==> src/rtl/arcade_input_pkg.sv <==
// Shared bit maps and coin FSM state type for the arcade input front end.
package arcade_input_pkg;

    localparam int unsigned JOY_W    = 16;
    localparam int unsigned PLAYER_W = 16;
    localparam int unsigned DSW_W    = 8;

    // hps_io joystick word bit positions (active-high)
    localparam int unsigned JOY_RIGHT = 0;
    localparam int unsigned JOY_LEFT  = 1;
    localparam int unsigned JOY_DOWN  = 2;
    localparam int unsigned JOY_UP    = 3;
    localparam int unsigned JOY_BTN1  = 4;
    localparam int unsigned JOY_BTN2  = 5;
    localparam int unsigned JOY_BTN3  = 6;
    localparam int unsigned JOY_START = 7;
    localparam int unsigned JOY_COIN  = 8;

    // cabinet PLAYER word bit positions (active-low)
    localparam int unsigned PL_COIN    = 0;
    localparam int unsigned PL_START   = 1;
    localparam int unsigned PL_BTN1    = 2;
    localparam int unsigned PL_BTN2    = 3;
    localparam int unsigned PL_BTN3    = 4;
    localparam int unsigned PL_SERVICE = 9;
    localparam int unsigned PL_LEFT    = 10;
    localparam int unsigned PL_RIGHT   = 11;
    localparam int unsigned PL_DOWN    = 12;
    localparam int unsigned PL_UP      = 13;

    typedef enum logic [1:0] {
        IDLE  = 2'd0,
        PULSE = 2'd1,
        HOLD  = 2'd2
    } coin_state_t;

endpackage

==> src/rtl/arcade_coin_shaper.sv <==
// Debounce for one synchronised input bit, optionally followed by a
// fixed-width coin pulse FSM with lockout until release.
module arcade_coin_shaper
    import arcade_input_pkg::*;
#(
    parameter logic [15:0] DEBOUNCE_CYCLES = 16'd1024,
    parameter logic [23:0] PULSE_CYCLES    = 24'd1_000_000,
    parameter bit          PULSE_EN        = 1'b1
) (
    input  logic i_clk,
    input  logic RESETn,
    input  logic level,
    output logic active_c
);

    localparam logic [15:0] DB_LAST = DEBOUNCE_CYCLES - 16'd1;

    logic        db;
    logic [15:0] db_cnt;

    // Debounced value only follows after DEBOUNCE_CYCLES consecutive differing samples
    always_ff @(posedge i_clk) begin
        if (!RESETn) begin
            db     <= 1'b0;
            db_cnt <= 16'd0;
        end else if (level != db) begin
            if (db_cnt == DB_LAST) begin
                db     <= level;
                db_cnt <= 16'd0;
            end else begin
                db_cnt <= db_cnt + 16'd1;
            end
        end else begin
            db_cnt <= 16'd0;
        end
    end

    if (PULSE_EN) begin : g_pulse
        localparam logic [23:0] PC_LAST = PULSE_CYCLES - 24'd1;

        coin_state_t state, state_nx;
        logic [23:0] pcnt, pcnt_nx;
        logic        db_rise_c;

        assign db_rise_c = level && !db && (db_cnt == DB_LAST);

        always_ff @(posedge i_clk) begin
            if (!RESETn) begin
                state <= IDLE;
                pcnt  <= 24'd0;
            end else begin
                state <= state_nx;
                pcnt  <= pcnt_nx;
            end
        end

        // Pulse runs to completion regardless of the input; lockout until release
        always_comb begin
            state_nx = state;
            pcnt_nx  = pcnt;
            case (state)
                IDLE: begin
                    if (db_rise_c) begin
                        state_nx = PULSE;
                        pcnt_nx  = 24'd0;
                    end
                end
                PULSE: begin
                    if (pcnt == PC_LAST) begin
                        pcnt_nx  = 24'd0;
                        state_nx = db ? HOLD : IDLE;
                    end else begin
                        pcnt_nx = pcnt + 24'd1;
                    end
                end
                HOLD: begin
                    if (!db) state_nx = IDLE;
                end
                default: state_nx = IDLE;
            endcase
        end

        assign active_c = (state == PULSE);
    end else begin : g_level
        assign active_c = db;
    end

endmodule

==> src/rtl/arcade_input_ctrl.sv <==
// Joystick/DIP front end between hps_io and an arcade core.
// Optional SOCD_CLEAN_EN: opposing directions pressed together read as released.
module arcade_input_ctrl
    import arcade_input_pkg::*;
#(
    parameter int unsigned NUM_PLAYERS       = 2,
    parameter int unsigned NUM_DSW           = 2,
    parameter logic [7:0]  DSW_INDEX         = 8'd254,
    parameter logic [15:0] DEBOUNCE_CYCLES   = 16'd1024,
    parameter logic [23:0] COIN_PULSE_CYCLES = 24'd1_000_000
) (
    input  logic                      i_clk,
    input  logic                      RESETn,
    input  logic                      ioctl_wr,
    input  logic [7:0]                ioctl_index,
    input  logic [24:0]               ioctl_addr,
    input  logic [7:0]                ioctl_dout,
    input  logic [16*NUM_PLAYERS-1:0] joystick,
    input  logic                      service_sw,
    output logic [16*NUM_PLAYERS-1:0] PLAYER,
    output logic [8*NUM_DSW-1:0]      DSW,
    output logic                      dsw_valid
);

    logic [16*NUM_PLAYERS-1:0] joy_meta, joy_sync, player_c;
    logic                      svc_meta, svc_sync;

    always_ff @(posedge i_clk) begin
        if (!RESETn) begin
            joy_meta <= '0;
            joy_sync <= '0;
            svc_meta <= 1'b0;
            svc_sync <= 1'b0;
        end else begin
            joy_meta <= joystick;
            joy_sync <= joy_meta;
            svc_meta <= service_sw;
            svc_sync <= svc_meta;
        end
    end

    for (genvar p = 0; p < int'(NUM_PLAYERS); p++) begin : g_player
        logic [JOY_W-1:0]    js;
        logic [PLAYER_W-1:0] word_c;
        logic right_c, left_c, up_c, down_c, svc_c, coin_c, start_c;
        logic unused_js;

        assign js        = joy_sync[JOY_W*p +: JOY_W];
        assign unused_js = &{1'b0, js[15:9]};
        assign svc_c     = (p == 0) ? svc_sync : 1'b0;

`ifdef SOCD_CLEAN_EN
        assign right_c = js[JOY_RIGHT] & ~js[JOY_LEFT];
        assign left_c  = js[JOY_LEFT]  & ~js[JOY_RIGHT];
        assign up_c    = js[JOY_UP]    & ~js[JOY_DOWN];
        assign down_c  = js[JOY_DOWN]  & ~js[JOY_UP];
`else
        assign right_c = js[JOY_RIGHT];
        assign left_c  = js[JOY_LEFT];
        assign up_c    = js[JOY_UP];
        assign down_c  = js[JOY_DOWN];
`endif

        arcade_coin_shaper #(
            .DEBOUNCE_CYCLES (DEBOUNCE_CYCLES),
            .PULSE_CYCLES    (COIN_PULSE_CYCLES),
            .PULSE_EN        (1'b1)
        ) u_coin (
            .i_clk    (i_clk),
            .RESETn   (RESETn),
            .level    (js[JOY_COIN]),
            .active_c (coin_c)
        );

        arcade_coin_shaper #(
            .DEBOUNCE_CYCLES (DEBOUNCE_CYCLES),
            .PULSE_CYCLES    (COIN_PULSE_CYCLES),
            .PULSE_EN        (1'b0)
        ) u_start (
            .i_clk    (i_clk),
            .RESETn   (RESETn),
            .level    (js[JOY_START]),
            .active_c (start_c)
        );

        // Unused cabinet bits idle high
        always_comb begin
            word_c             = '1;
            word_c[PL_UP]      = ~up_c;
            word_c[PL_DOWN]    = ~down_c;
            word_c[PL_RIGHT]   = ~right_c;
            word_c[PL_LEFT]    = ~left_c;
            word_c[PL_SERVICE] = ~svc_c;
            word_c[PL_BTN3]    = ~js[JOY_BTN3];
            word_c[PL_BTN2]    = ~js[JOY_BTN2];
            word_c[PL_BTN1]    = ~js[JOY_BTN1];
            word_c[PL_START]   = ~start_c;
            word_c[PL_COIN]    = ~coin_c;
        end

        assign player_c[PLAYER_W*p +: PLAYER_W] = word_c;
    end

    always_ff @(posedge i_clk) begin
        if (!RESETn) PLAYER <= '1;
        else         PLAYER <= player_c;
    end

    // DIP state must survive RESETn (held during download); power-up values only
    logic [DSW_W-1:0]       bank [NUM_DSW] = '{default: 8'h00};
    logic [NUM_DSW-1:0]     written        = '0;
    logic [8*NUM_DSW-1:0]   dsw_r          = '1;
    logic                   dsw_valid_r    = 1'b0;
    logic                   dsw_hit_c;

    assign dsw_hit_c = ioctl_wr && (ioctl_index == DSW_INDEX) && (ioctl_addr[24:3] == 22'd0);

    always_ff @(posedge i_clk) begin
        for (int b = 0; b < int'(NUM_DSW); b++) begin
            if (dsw_hit_c && (ioctl_addr[2:0] == 3'(b))) begin
                bank[b]    <= ioctl_dout;
                written[b] <= 1'b1;
            end
            dsw_r[DSW_W*b +: DSW_W] <= ~bank[b];
        end
        dsw_valid_r <= &written;
    end

    assign DSW       = dsw_r;
    assign dsw_valid = dsw_valid_r;

endmodule

==> config.mk <==
export PLATFORM = sky130hd
export DESIGN_NAME = arcade_input_ctrl
export DESIGN_NICKNAME = d
export VERILOG_FILES = /design/src/rtl/arcade_input_pkg.sv /design/src/rtl/arcade_coin_shaper.sv /design/src/rtl/arcade_input_ctrl.sv
export SDC_FILE = /design/constraint.sdc
export NUM_CORES = 1
export LEC_CHECK = 0
export BUFFER_PORTS_ARGS = -buffer_cell sky130_fd_sc_hd__buf_2
export CORE_AREA = 2 2 133 135
export DETAILED_ROUTE_END_ITERATION = 7
export DIE_AREA = 0 0 135 137
export GPL_ROUTABILITY_DRIVEN = 0
export PLACE_DENSITY = 0.78
export SETUP_SLACK_MARGIN = 0.02
export SYNTH_ARGS = -nofsm -noshare
export SYNTH_HDL_FRONTEND = slang
export SYNTH_HIERARCHICAL = 1
export SYNTH_SLANG_ARGS = --single-unit
export TNS_END_PERCENT = 50
==> constraint.sdc <==
create_clock -name i_clk -period 4.01 [get_ports i_clk]
set_clock_uncertainty 0.05 [all_clocks]
set_input_delay 0.401 -clock i_clk [delete_from_list [all_inputs] [get_ports i_clk]]
set_output_delay 0.401 -clock i_clk [all_outputs]
set_load 0.02 [all_outputs]
==> summary.txt <==
Status - complete, no violations
Gate count of the mapped netlist - 889
CTS root buf - clkbuf_16
Post-synth ARST share - 0%
Register area share after synthesis - 51.6%
R2r startpoint - g_player[0].u_coin/g_pulse.pcnt[0]
Die Span X - 135 um
TritonCTS Buffers - 21
Avg Inst Size Synth - 9.48 sq um
R2R depth - 7
Post-DR wirelength/cell - 12.6 um
Minimum clock period - 2340 ps
Worst Hold End - bank[0][15]
PostCTS Resize Cnt - 0
Fin. max-slew vios - 0
Hold buffers post-CTS - 0
First-pass GRT wire length - 26000 um
Hold path depth - 1
Clock buffer depth - 3
Via Count - 6325
Fmax - 428 MHz
Vias per cell - 5.18
Finished Layout Cells - 1221
# IOs - 126
Clk_lat worst skew - 490 ps
Inst Count DP - 1186
CP max stage cell - nor4_1
Area leader, netlist - dfxtp_1
Yosys cell types - 51
Clock-pin slew on the worst setup and hold paths - 60 ps
Pwr per Cell Area - 428 nW/um^2
Worst path max stage delay - 580 ps
Layout area overhead - 14.9%
Antenna violations before repair - 1
CP endpoint kind - register
Critical path, cell by cell - ha_1 > nand3_1 > nor4_1 > a211oi_2 > buf_4 > and3_1 > a221o_1
Crit-path max FO - 28
EDFF count, synth - 16
Hold Path Class - in -> reg
Lkg Pwr - 3.55 nW
WS Path Type - reg -> reg
RSZ-0062 raised after global routing - false
Core Rows - 48
Die Y-Extent - 137 um
Synth top area share - 45.9%
Core area - 17100 sq um
Yosys reg bits - 209
Initial DRC count - 370
Critical Path Source - g_player[0].u_coin/g_pulse.pcnt[0]
Synth Flop Type - dfxtp_1
Vias in the first global route - 5794
Total gr overflow - 0
GRT Overall Usage - 16.6%
Worst endpoint data arrival time - 2660 ps
Share of layout cells above drive strength 1 - 15.0%
Clk sinks - 209
Antenna-violating nets left - 0
Post-route DRC - 0
IO Port Bufs - 97
VDD IR max - 0.379 mV
WP data required - 4330 ps
Htree depth - 1
CTS tree - done
Setup TNS - 0 ps
Tcrit/Tclk final - 58.3%
Power Total - 4.15 mW
Least-Margin Pin Slew - 956 ps
Final HPWL DP - 10400 um
Register-to-register setup slack - 1670 ps
Area contributors post-synth - dfxtp_1, edfxtp_1, nor2_1
Number of synthesis warnings - 6
Starting Density - 49.4%
N_diodes - 0
Max-Cap Viols - 0
CP startpoint kind - register
Initial DRT Pass Iterations - 5
Fill cells - 1493
Min-delay src - ioctl_dout[7]
Hold Fails Final Rpt - 0
Post-CTS setup buffer count - 0
Synthesized cell area - 8420 sq um
CP Buf/Inv Count - 1
Total wire length - 15400 um
CP top delay family - simple AND/OR/NAND/NOR gates
FF-to-FF End - g_player[0].u_coin/g_pulse.pcnt[8]
Final setup violation count - 0
DIE AREA - 18500 sq um
Final nets - 1069
Largest net degree at the start of global routing - 47
Slew HR - 36.1%
cell families after synthesis:
kind of cell / count (synthesis) / synth area share [%]
flops: 209 / 51.6
simple gates: 415 / 26.1
other cells: 1 / 0.0445
xor+xnor: 60 / 6.24
mux: 14 / 1.69
compound gates: 102 / 8.29
fa+ha+maj: 8 / 1.19
buf+inv: 80 / 4.89
worst register-to-register path, stage by stage (launching register included):
cell,delay (ps)
dfxtp_1,360
ha_1,190
nand3_1,210
nor4_1,590
a211oi_2,140
buf_4,240
and3_1,200
a221o_1,250
registers in the layout, summed over array words and instances, names as in the netlist:
register / count
PLAYER: 19
joy_sync: 18
g_player.u_start/active_c: 2
bank: 16
g_player.u_coin/g_pulse.state: 4
DSW: 16
g_player.u_coin/db_cnt: 32
g_player.u_start/db_cnt: 32
g_player.u_coin/g_pulse.pcnt: 48
g_player.u_coin/db: 2
svc_meta: 1
g_player.svc_c: 1
joy_meta: 18
cells in the mapped netlist (all sizes together) (6+ instances only):
| library cell | number |
|---|---|
| a21oi | 30 |
| a221o | 6 |
| a22o | 6 |
| and2 | 52 |
| and3 | 6 |
| and4 | 19 |
| buf | 31 |
| clkbuf | 13 |
| dfxtp | 193 |
| edfxtp | 16 |
| ha | 8 |
| inv | 34 |
| mux2i | 12 |
| nand2 | 92 |
| nand3 | 48 |
| nand4 | 30 |
| nor2 | 101 |
| nor3 | 16 |
| nor4 | 20 |
| nor4b | 6 |
| o21ai | 28 |
| or3 | 8 |
| xnor2 | 20 |
| xor2 | 40 |
layout by cell type, fill, tap and decap left out, types with 21 or more instances in the layout:
cell,count
nand4_1,30
nor2_1,101
xor2_1,40
nand2_1,92
inv_1,34
dfxtp_1,193
buf_2,97
a21oi_1,30
and2_1,52
nand3_1,46
clkbuf_16,21
power breakdown:
| part | leakage [nW] | internal (mW) | total [mW] | switching [mW] |
|---|---|---|---|---|
| Clock | 0.323 | 1.13 | 1.91 | 0.779 |
| Combinational | 1.52 | 0.0437 | 0.107 | 0.0631 |
| Sequential | 1.71 | 2.12 | 2.13 | 0.00656 |
| Total | 3.55 | 3.30 | 4.15 | 0.849 |
stage by stage:
| step | instance area [sq um] | util, % | hold WS, ps | worst slack (ps) |
|---|---|---|---|---|
| 3_5_place_dp | 9010 | 52.8 | 300 | 1680 |
| 6_report | 9680 | 56.7 | 51.5 | 1670 |
| 3_3_place_gp | 9010 | 52.8 | 296 | 1710 |
| 2_1_floorplan | 8470 | - | 293 | 1930 |
| 4_1_cts | 9680 | 56.7 | 33.8 | 1670 |
| 5_1_grt | 9680 | 56.7 | 42.5 | 1460 |
final cells by class:
| type | instances | area, sq um | share of cell area [%] |
|---|---|---|---|
| Clock buffer | 27 | 568 | 5.87 |
| Clock inverter | 8 | 103 | 1.06 |
| Inverter | 36 | 135 | 1.40 |
| Multi-Input combinational cell | 613 | 3720 | 38.4 |
| Sequential cell | 209 | 4340 | 44.9 |
| Tap cell | 225 | 282 | 2.91 |
| Timing Repair Buffer | 103 | 531 | 5.48 |
routing by layer:
layer,track usage (%),vias up,wire [um]
met5,0,-,0
met4,4.17,0,263
met3,3.44,22,875
met2,28.4,141,7080
met1,21.5,2909,7180
li1,-,3253,-
worst max-delay path by stage:
stage | to | slack (ps) | depth (start not counted)
2_1_floorplan | g_player[0].u_coin/g_pulse.pcnt[20] | 1930 | 6
3_3_place_gp | bank[0][3] | 1710 | 4
3_5_place_dp | g_player[0].u_coin/g_pulse.pcnt[8] | 1680 | 7
4_1_cts | g_player[1].u_coin/g_pulse.pcnt[22] | 1670 | 5
5_1_grt | g_player[0].u_coin/g_pulse.pcnt[8] | 1460 | 7
6_report | g_player[0].u_coin/g_pulse.pcnt[8] | 1670 | 7
Power figures use the tool's default switching activity.
